**src/rtl/uart_rx_deser_frame_if.sv**
```systemverilog
// Handshake bundle between the bit sampler / RX consumer and the UART
// receive frame assembler. The slave side is the assembler itself.
interface uart_rx_deser_frame_if #(
    parameter int DATA_WIDTH = 8
);
    // Sampler-side inputs to the assembler
    logic                  frame_start;
    logic                  bit_valid;
    logic                  sampled_bit;
    logic                  par_en;
    logic                  par_odd;
    logic                  msb_first;
    // Consumer-side acknowledge
    logic                  data_ack;
    // Assembler outputs
    logic [DATA_WIDTH-1:0] P_DATA;
    logic                  data_valid;
    logic                  par_err;
    logic                  stp_err;
    logic                  overrun;
    logic                  busy;

    modport master (
        output frame_start, bit_valid, sampled_bit, par_en, par_odd, msb_first, data_ack,
        input  P_DATA, data_valid, par_err, stp_err, overrun, busy
    );

    modport slave (
        input  frame_start, bit_valid, sampled_bit, par_en, par_odd, msb_first, data_ack,
        output P_DATA, data_valid, par_err, stp_err, overrun, busy
    );
endinterface

```
**src/rtl/uart_rx_deser_frame.sv**
```systemverilog
// UART receive frame assembler: collects sampled bits after a start pulse,
// tracks data / optional parity / stop positions, and hands the checked word
// to a valid/ack holding register with parity, stop and overrun reporting.
module uart_rx_deser_frame #(
    parameter int DATA_WIDTH = 8,
    parameter int STOP_BITS  = 1
) (
    input logic                  CLK,
    input logic                  RST,
    uart_rx_deser_frame_if.slave bus
);
    localparam int CNT_W = $clog2(DATA_WIDTH) + 1;
    localparam logic [CNT_W-1:0] LAST_DATA = CNT_W'(DATA_WIDTH - 1);
    localparam logic [CNT_W-1:0] LAST_STOP = CNT_W'(STOP_BITS - 1);

    if (DATA_WIDTH < 5 || DATA_WIDTH > 16) begin : g_bad_width
        $error("uart_rx_deser_frame: DATA_WIDTH must be within 5..16");
    end
    if (STOP_BITS != 1 && STOP_BITS != 2) begin : g_bad_stop
        $error("uart_rx_deser_frame: STOP_BITS must be 1 or 2");
    end

    typedef enum logic [1:0] {
        IDLE   = 2'd0,
        DATA   = 2'd1,
        PARITY = 2'd2,
        STOP   = 2'd3
    } state_t;

    state_t state, state_nxt;

    // Control strobes decoded from the FSM
    logic accept;
    logic shift_en;
    logic par_smp;
    logic stop_smp;
    logic commit;
    logic cnt_clr;
    logic cnt_inc;

    // Frame assembly stage
    logic [CNT_W-1:0]      cnt_p0;
    logic [DATA_WIDTH-1:0] shreg_p0;
    logic                  acc_p0;
    logic                  perr_p0;
    logic                  serr_p0;
    logic                  cfg_par_en_p0;
    logic                  cfg_msb_p0;

    // Output holding stage
    logic [DATA_WIDTH-1:0] data_p1;
    logic                  perr_p1;
    logic                  serr_p1;
    logic                  vld_p1;
    logic                  ovr_p1;

    logic slot_free;
    logic serr_final;

    // Places a new bit into the shift register according to the latched order:
    // LSB-first enters at the top and moves down, MSB-first enters at the bottom.
    function automatic logic [DATA_WIDTH-1:0] shift_in(
        input logic [DATA_WIDTH-1:0] cur,
        input logic                  b,
        input logic                  msb
    );
        if (msb) begin
            return {cur[DATA_WIDTH-2:0], b};
        end
        return {b, cur[DATA_WIDTH-1:1]};
    endfunction

    // State register
    always_ff @(posedge CLK) begin
        if (RST) begin
            state <= IDLE;
        end else begin
            state <= state_nxt;
        end
    end

    // Next-state and control decode; nothing moves without a bit strobe
    always_comb begin
        state_nxt = state;
        accept    = 1'b0;
        shift_en  = 1'b0;
        par_smp   = 1'b0;
        stop_smp  = 1'b0;
        commit    = 1'b0;
        cnt_clr   = 1'b0;
        cnt_inc   = 1'b0;
        case (state)
            IDLE: begin
                if (bus.frame_start) begin
                    accept    = 1'b1;
                    cnt_clr   = 1'b1;
                    state_nxt = DATA;
                end
            end
            DATA: begin
                if (bus.bit_valid) begin
                    shift_en = 1'b1;
                    if (cnt_p0 == LAST_DATA) begin
                        cnt_clr   = 1'b1;
                        state_nxt = cfg_par_en_p0 ? PARITY : STOP;
                    end else begin
                        cnt_inc = 1'b1;
                    end
                end
            end
            PARITY: begin
                if (bus.bit_valid) begin
                    par_smp   = 1'b1;
                    cnt_clr   = 1'b1;
                    state_nxt = STOP;
                end
            end
            STOP: begin
                if (bus.bit_valid) begin
                    stop_smp = 1'b1;
                    if (cnt_p0 == LAST_STOP) begin
                        commit    = 1'b1;
                        cnt_clr   = 1'b1;
                        state_nxt = IDLE;
                    end else begin
                        cnt_inc = 1'b1;
                    end
                end
            end
            default: begin
                state_nxt = IDLE;
            end
        endcase
    end

    // Frame assembly: position counter, shift register, parity and stop tracking
    always_ff @(posedge CLK) begin
        if (RST) begin
            cnt_p0        <= '0;
            shreg_p0      <= '0;
            acc_p0        <= 1'b0;
            perr_p0       <= 1'b0;
            serr_p0       <= 1'b0;
            cfg_par_en_p0 <= 1'b0;
            cfg_msb_p0    <= 1'b0;
        end else begin
            if (cnt_clr) begin
                cnt_p0 <= '0;
            end else if (cnt_inc) begin
                cnt_p0 <= cnt_p0 + CNT_W'(1);
            end
            if (accept) begin
                // Seeding with par_odd makes a zero final result mean "good" for both types
                shreg_p0      <= '0;
                acc_p0        <= bus.par_odd;
                perr_p0       <= 1'b0;
                serr_p0       <= 1'b0;
                cfg_par_en_p0 <= bus.par_en;
                cfg_msb_p0    <= bus.msb_first;
            end
            if (shift_en) begin
                shreg_p0 <= shift_in(shreg_p0, bus.sampled_bit, cfg_msb_p0);
                acc_p0   <= acc_p0 ^ bus.sampled_bit;
            end
            if (par_smp) begin
                perr_p0 <= acc_p0 ^ bus.sampled_bit;
            end
            if (stop_smp) begin
                serr_p0 <= serr_p0 | ~bus.sampled_bit;
            end
        end
    end

    // The final stop bit is folded in combinationally so the word commits on its strobe
    assign serr_final = serr_p0 | ~bus.sampled_bit;
    assign slot_free  = ~vld_p1 | bus.data_ack;

    // Output holding register with valid/ack handshake and overrun pulse
    always_ff @(posedge CLK) begin
        if (RST) begin
            data_p1 <= '0;
            perr_p1 <= 1'b0;
            serr_p1 <= 1'b0;
            vld_p1  <= 1'b0;
            ovr_p1  <= 1'b0;
        end else begin
            ovr_p1 <= commit & ~slot_free;
            if (commit && slot_free) begin
                data_p1 <= shreg_p0;
                perr_p1 <= perr_p0;
                serr_p1 <= serr_final;
                vld_p1  <= 1'b1;
            end else if (bus.data_ack) begin
                vld_p1 <= 1'b0;
            end
        end
    end

    assign bus.P_DATA     = data_p1;
    assign bus.data_valid = vld_p1;
    assign bus.par_err    = perr_p1;
    assign bus.stp_err    = serr_p1;
    assign bus.overrun    = ovr_p1;
    assign bus.busy       = (state != IDLE);
endmodule

```
**src/flat_wrapper.sv**
```systemverilog
// flat-port wrapper written by rule: the top's interface ports become plain ports
module uart_rx_deser_frame_flat 
#(
    parameter int DATA_WIDTH = 8,
    parameter int STOP_BITS  = 1
)
  (CLK, RST, bus_frame_start, bus_bit_valid, bus_sampled_bit, bus_par_en, bus_par_odd, bus_msb_first, bus_data_ack, bus_P_DATA, bus_data_valid, bus_par_err, bus_stp_err, bus_overrun, bus_busy);
  uart_rx_deser_frame_if #(.DATA_WIDTH(DATA_WIDTH)) bus_i ();
  input logic CLK;
  input logic RST;
  input wire logic [$bits(bus_i.frame_start)-1:0] bus_frame_start;
  input wire logic [$bits(bus_i.bit_valid)-1:0] bus_bit_valid;
  input wire logic [$bits(bus_i.sampled_bit)-1:0] bus_sampled_bit;
  input wire logic [$bits(bus_i.par_en)-1:0] bus_par_en;
  input wire logic [$bits(bus_i.par_odd)-1:0] bus_par_odd;
  input wire logic [$bits(bus_i.msb_first)-1:0] bus_msb_first;
  input wire logic [$bits(bus_i.data_ack)-1:0] bus_data_ack;
  output wire logic [$bits(bus_i.P_DATA)-1:0] bus_P_DATA;
  output wire logic [$bits(bus_i.data_valid)-1:0] bus_data_valid;
  output wire logic [$bits(bus_i.par_err)-1:0] bus_par_err;
  output wire logic [$bits(bus_i.stp_err)-1:0] bus_stp_err;
  output wire logic [$bits(bus_i.overrun)-1:0] bus_overrun;
  output wire logic [$bits(bus_i.busy)-1:0] bus_busy;
  assign bus_i.frame_start = bus_frame_start;
  assign bus_i.bit_valid = bus_bit_valid;
  assign bus_i.sampled_bit = bus_sampled_bit;
  assign bus_i.par_en = bus_par_en;
  assign bus_i.par_odd = bus_par_odd;
  assign bus_i.msb_first = bus_msb_first;
  assign bus_i.data_ack = bus_data_ack;
  assign bus_P_DATA = bus_i.P_DATA;
  assign bus_data_valid = bus_i.data_valid;
  assign bus_par_err = bus_i.par_err;
  assign bus_stp_err = bus_i.stp_err;
  assign bus_overrun = bus_i.overrun;
  assign bus_busy = bus_i.busy;
  uart_rx_deser_frame #(.DATA_WIDTH(DATA_WIDTH), .STOP_BITS(STOP_BITS)) u_core (.CLK(CLK), .RST(RST), .bus(bus_i));
endmodule
```
**config.mk**
```make
export PLATFORM = sky130hd
export DESIGN_NAME = uart_rx_deser_frame_flat
export DESIGN_NICKNAME = d
export VERILOG_FILES = /design/src/rtl/uart_rx_deser_frame_if.sv /design/src/rtl/uart_rx_deser_frame.sv /design/src/flat_wrapper.sv
export SDC_FILE = /design/constraint.sdc
export NUM_CORES = 1
export LEC_CHECK = 0
export BUFFER_PORTS_ARGS = -buffer_cell sky130_fd_sc_hd__buf_2
export CAP_MARGIN = 5
export CORE_MARGIN = 5
export CORE_UTILIZATION = 37
export DETAILED_ROUTE_END_ITERATION = 7
export PLACE_DENSITY_LB_ADDON = 0.08
export SETUP_SLACK_MARGIN = 0.05
export SLEW_MARGIN = 20
export SYNTH_ARGS = -nofsm -noshare
export SYNTH_HDL_FRONTEND = slang
export SYNTH_SLANG_ARGS = --single-unit
```
**constraint.sdc**
```tcl
create_clock -name CLK -period 2.6 [get_ports CLK]
set_input_delay 0.13 -clock CLK [delete_from_list [all_inputs] [get_ports CLK]]
set_output_delay 0.13 -clock CLK [all_outputs]
set_load 0.02 [all_outputs]
```
# Yosys cells after proc, flatten, opt, wreduce, memory -nomap -nowiden
# Index checks and enable logic that the tools add are counted.
dict set report word_totals {
  word_cells 80
  input_bits 9
  reg_bits 31
  out_inout_bits 13
}
dict set report op_classes {
  n_eq_ne 10
  n_addsub 1
  n_mux 39
  n_reduce_logical 10
  n_bitwise 7
}
# operator n
set ops {}
lappend ops {{two-way mux 8 bit} 4}
lappend ops {{two-way mux 1 bit} 26}
lappend ops {{two-way mux 2 bit} 6}
lappend ops {{nonzero test 2 bit} 5}
lappend ops {{!= test 2 bit, second input constant} 4}
lappend ops {{one-hot mux 2 bit (4 select lines)} 1}
lappend ops {{AND reduction 6 bit} 1}
lappend ops {{adder 4 x 1 -> 4 bit, second input constant} 1}
lappend ops {{equality test 2 bit, second input constant} 2}
lappend ops {{equality test 4 x 3 -> 1 bit, second input constant} 1}
lappend ops {{logical NOT 4 bit} 1}
lappend ops {{!= test 2 x 1 -> 1 bit, second input constant} 2}
lappend ops {{one-hot mux 1 bit (4 select lines)} 1}
lappend ops {{NOT 1 bit} 3}
lappend ops {{equality test 2 x 1 -> 1 bit, second input constant} 1}
lappend ops {{logical NOT 2 bit} 1}
lappend ops {{OR 1 bit} 2}
lappend ops {{one-hot mux 1 bit (2 select lines)} 1}
lappend ops {{OR reduction 2 bit} 1}
lappend ops {{bitwise AND 1 bit} 1}
lappend ops {{logical AND 1 bit} 1}
lappend ops {{XOR 1 bit} 1}

# Longest topological paths before layout
dict set report depth {
  word_depth 6
  mapped_depth 7
  ltp_nobuf 6
}

# Worst setup path after synthesis
# No wires, ideal clock.
dict set report synth_timing {
  path_type {register to register}
  from {register u_core.state[1]}
  to {register u_core.cnt_p0[3]}
  setup_ps 70
  path_buffers 0
  arrival_time_ps 1589
  setup_slack_ps 941
  t_required_ps 2530
  stages_incl_launch_ff 7
  cell_sequence {dfxtp_1 inv_1 ha_1 nand2_1 o32a_2 or3_1 a21oi_1}
}
dict set report synth_via {
  elab_chain_cells 3
  word_cells_on_any_way 7
  cone_classes {eq/ne: 3; mux: 2; reduce/logical: 2}
}
# element line_no
set synth_lines {}
lappend synth_lines {{start: declaration} uart_rx_deser_frame.sv:30} ;# state_t state, state_nxt;
lappend synth_lines {{start signal: assignment} uart_rx_deser_frame.sv:78} ;# state <= state_nxt;
lappend synth_lines {{equality test 2 bit (tied with other cells)} uart_rx_deser_frame.sv:92} ;# case (state)
lappend synth_lines {{one-hot mux 1 bit (4 select lines)} uart_rx_deser_frame.sv:92}
lappend synth_lines {{OR reduction 2 bit (no source line)} --}
lappend synth_lines {{end signal: assignment} uart_rx_deser_frame.sv:150} ;# cnt_p0 <= cnt_p0 + CNT_W'(1);
lappend synth_lines {{end: declaration} uart_rx_deser_frame.sv:42} ;# logic [CNT_W-1:0] cnt_p0;
# Several ways; a longest one is shown, not always the timed one.
# A chain may end at the register's enable or synchronous reset.

# Worst setup path in the final report
dict set report layout_timing {
  from {register u_core.cnt_p0[0]}
  to {register u_core.data_p1[6] (netlist: u_core.bus.P_DATA[6])}
}
dict set report layout_via {
  elab_chain_cells 5
}
# element line_no
set layout_lines {}
lappend layout_lines {{logical NOT 4 bit} uart_rx_deser_frame.sv:121} ;# if (cnt_p0 == LAST_STOP) begin
lappend layout_lines {{two-way mux 1 bit} uart_rx_deser_frame.sv:121}
lappend layout_lines {{two-way mux 1 bit} uart_rx_deser_frame.sv:119} ;# if (bus.bit_valid) begin
lappend layout_lines {{two-way mux 1 bit} uart_rx_deser_frame.sv:92}
lappend layout_lines {{logical AND 1 bit} uart_rx_deser_frame.sv:188} ;# if (commit && slot_free) begin
lappend layout_lines {{end signal: assignment} uart_rx_deser_frame.sv:189} ;# data_p1 <= shreg_p0;
lappend layout_lines {{end: declaration} uart_rx_deser_frame.sv:51} ;# logic [DATA_WIDTH-1:0] data_p1;
# No other way between the ends.

==> results.md <==
| Result | This run | Unit |
| --- | --- | --- |
| Async S/R FF share, synth | 0 | % |
| Util after Layout | 45.4 | % |
| Remaining routing DRC violations | 0 | - |
| Number of optimization iterations in the first detailed-route pass | 4 | - |
| Hold WC Path Type | in2reg | - |
| Initial core utilization | 38.9 | % |
| Largest cells by area after synthesis | dfxtp_1 (43%), mux2i_1 (12%), nor2_1 (8.0%) | - |
| Die X-Extent | 72.8 | microns |
| Later-pin clock latency in the skew report | 0.28 | ns |
| Synthesis warning total | 0 | - |
| Number of endpoints failing setup at the final stage | 0 | - |
| CTS Buffer Depth | 2 | - |
| Count of max-cap constraint violations | 0 | - |
| Total negative setup slack | 0 | ns |
| WS Path Type | reg2reg | - |
| Mean area per synthesized cell | 8.73 | sq um |
| Number of sinks on the clock net | 31 | - |
| Maximum number of pins on one net before global-route repair | 30 | - |
| Clock tree from TritonCTS | built | - |
| Final cycle utilization of the critical path | 73.5 | % |
| Vias in the first global route | 1162 | - |
| Number of placement rows | 22 | - |
| Number of max-slew violations in the final report | 0 | - |
| Worst Setup Slack, final | 0.689 | ns |
| Post-detailed-route via-to-cell ratio | 5.01 | - |
| Hold violation total from the final report | 0 | - |
| Number of gates resized after cts | 0 | - |
| Buffers inserted during post-CTS setup optimization | 0 | - |
| HPWL after detailed placement | 2200 | microns |
| First-pass GRT wire length | 5200 | microns |
| Layout net count | 205 | - |
| Max FO, Critical Path | 11 | - |
| Slew @ Worst Pin | 0.635 | ns |
| Fraction of the yosys area taken by sequential cells | 42.6 | % |
| Area overhead of the layout relative to synthesis | 16.6 | % |
| Num CTS Buffers | 5 | - |
| Overall fraction of global-route tracks in use | 12.7 | % |
| Power per cell area | 826 | nW/um^2 |
| Synth cell types | 33 | - |
| Post-Syn Area | 1460 | sq um |
| Setup repair after global routing missed its margin | no | - |
| Die Span Y | 72.8 | microns |
| Initial antenna violation count | 0 | - |
| Area share of the leading cell type in the synthesized netlist | 42.6 | % |
| VDD IR-drop max | 0.000323 | V |
| Wire length reported by the detailed router | 3140 | microns |
| Via total after detailed routing | 1193 | - |
| Total grt overflow | 0 | - |
| Pre-CTS setup slack | 0.713 | ns |
| Clock transition at the registers of the reported paths | 0.07 | ns |
| Count of antenna diodes in the layout | 0 | - |
| Clock skew after layout | 0.00910 | ns |
| Top cell type by total area after synthesis | dfxtp_1 | - |
| Number of nets still failing antenna checks after routing | 0 | - |
| Setup crit start kind | flop | - |
| Final period demand of the worst path | 1.91 | ns |
| Slew HR | 57.7 | % |
| Max Clock Freq | 523 | MHz |
| GP Congestion | 0.705 | - |
| Ratio of cells with drive above 1 in the final layout | 18.9 | % |
| Cell at the root of the clock tree | clkbuf_8 | - |
| Most used cells in the layout excluding fill and tap cells | nor2_1 (31), dfxtp_1 (31), buf_2 (21) | - |
| Hold Buf Count CTS | 0 | - |
| Detailed router's first-iteration violation count | 44 | - |
| Number of synthesized register bits | 31 | - |
| Result of the run | complete, no violations | - |
| Wire length per cell after detailed routing | 13.2 | microns |
| Die Footprint | 5290 | sq um |
| Leakage power total | 0.647 | nW |
| Number of enable flip-flop cells after synthesis | 0 | - |
| Input/output buffers | 21 | - |
| Pwr Total | 1.40 | mW |
| Mapped Nets | 183 | - |
| Placeable Area | 3740 | sq um |
| Number of I/O pins | 22 | - |
| Gate count after technology mapping | 167 | - |
| Level count of the clock H-tree | 2 | - |
| Category of the worst setup path capture point | flop | - |
| Crit path DAT | 2.05 | ns |
| Synth Flop Type | dfxtp_1 | - |
| Required arrival time at the worst endpoint | 2.74 | ns |
-- Yosys cell counts, types with 2 or more instances --
| cell type | number |
|---|---|
| mux2i_1 | 17 |
| or3_1 | 2 |
| o21ai_0 | 3 |
| nand2_1 | 10 |
| a21oi_1 | 19 |
| xnor2_1 | 2 |
| nor3b_1 | 3 |
| inv_1 | 9 |
| clkbuf_1 | 6 |
| a311oi_1 | 2 |
| nand3_1 | 5 |
| ha_1 | 7 |
| a31oi_1 | 2 |
| nor2_1 | 31 |
| dfxtp_1 | 31 |
-- power by group --
part           internal (mW)  total [mW]  switching [mW]
Clock                  0.241       0.412           0.171
Sequential             0.512       0.551          0.0390
Combinational          0.172       0.440           0.268
-- registers in the layout, indices dropped and copies added (netlist names) --
signal                 cells
u_core.acc_p0              1
u_core.bus.P_DATA          8
u_core.bus.data_valid      1
u_core.bus.overrun         1
u_core.bus.par_err         1
u_core.bus.stp_err         1
u_core.cfg_msb_p0          1
u_core.cfg_par_en_p0       1
u_core.cnt_p0              4
u_core.perr_p0             1
u_core.serr_p0             1
u_core.shreg_p0            8
u_core.state               2
-- per-stage QoR --
step / hold WS (ns) / cells / instance area [sq um]
4_1_cts: 0.0760 / 238 / 1700
2_1_floorplan: 0.245 / 167 / 1460
5_1_grt: 0.0803 / 238 / 1700
3_3_place_gp: 0.371 / 230 / 1600
6_report: 0.0870 / 238 / 1700
3_5_place_dp: 0.378 / 230 / 1600
-- cell type report --
type | instances | area [sq um]
Fill cell | 409 | 2040
Multi-Input combinational cell | 119 | 764
Timing Repair Buffer | 23 | 120
Inverter | 9 | 33.8
Sequential cell | 31 | 621
Tap cell | 48 | 60.1
Clock buffer | 8 | 100
-- critical path, stage by stage (launching register included) --
cell	delay, ns
dfxtp_1	0.34
inv_1	0.07
ha_1	0.13
nor3b_1	0.48
and4_1	0.28
buf_4	0.22
mux2i_1	0.22
nor2_1	0.05
-- logic make-up after synthesis --
logic type,share of synthesized area (%)
xor gates and xnor gates,1.20
DFF,42.6
muxes,11.7
adders and majority gates,6.01
AOI/OAI and AO/OA,15.6
and+or+nand+nor,17.9
buffers and inverters,4.98
-- worst paths after layout --
path	from	end	slack [ns]	cells past startpoint
max	u_core.cnt_p0[0]$_SDFFE_PP0P_	u_core.bus.P_DATA[6]$_SDFFE_PP0P_	0.69	7
min	bus_par_en	u_core.cfg_par_en_p0$_SDFFE_PP0P_	0.09	3
max reg2reg	u_core.cnt_p0[0]$_SDFFE_PP0P_	u_core.bus.P_DATA[6]$_SDFFE_PP0P_	0.69	7
min reg2reg	u_core.cfg_par_en_p0$_SDFFE_PP0P_	u_core.cfg_par_en_p0$_SDFFE_PP0P_	0.46	2
-- metal layers --
metal  vias up  track usage [%]  wire length, microns
met5         -                0                     0
met4         0             5.94                    24
met3         2             4.41                   143
met2        20             21.2                  1430
met1       554             14.3                  1540
li1        617                -                     -
No activity file was read; power rests on OpenSTA's default activity.
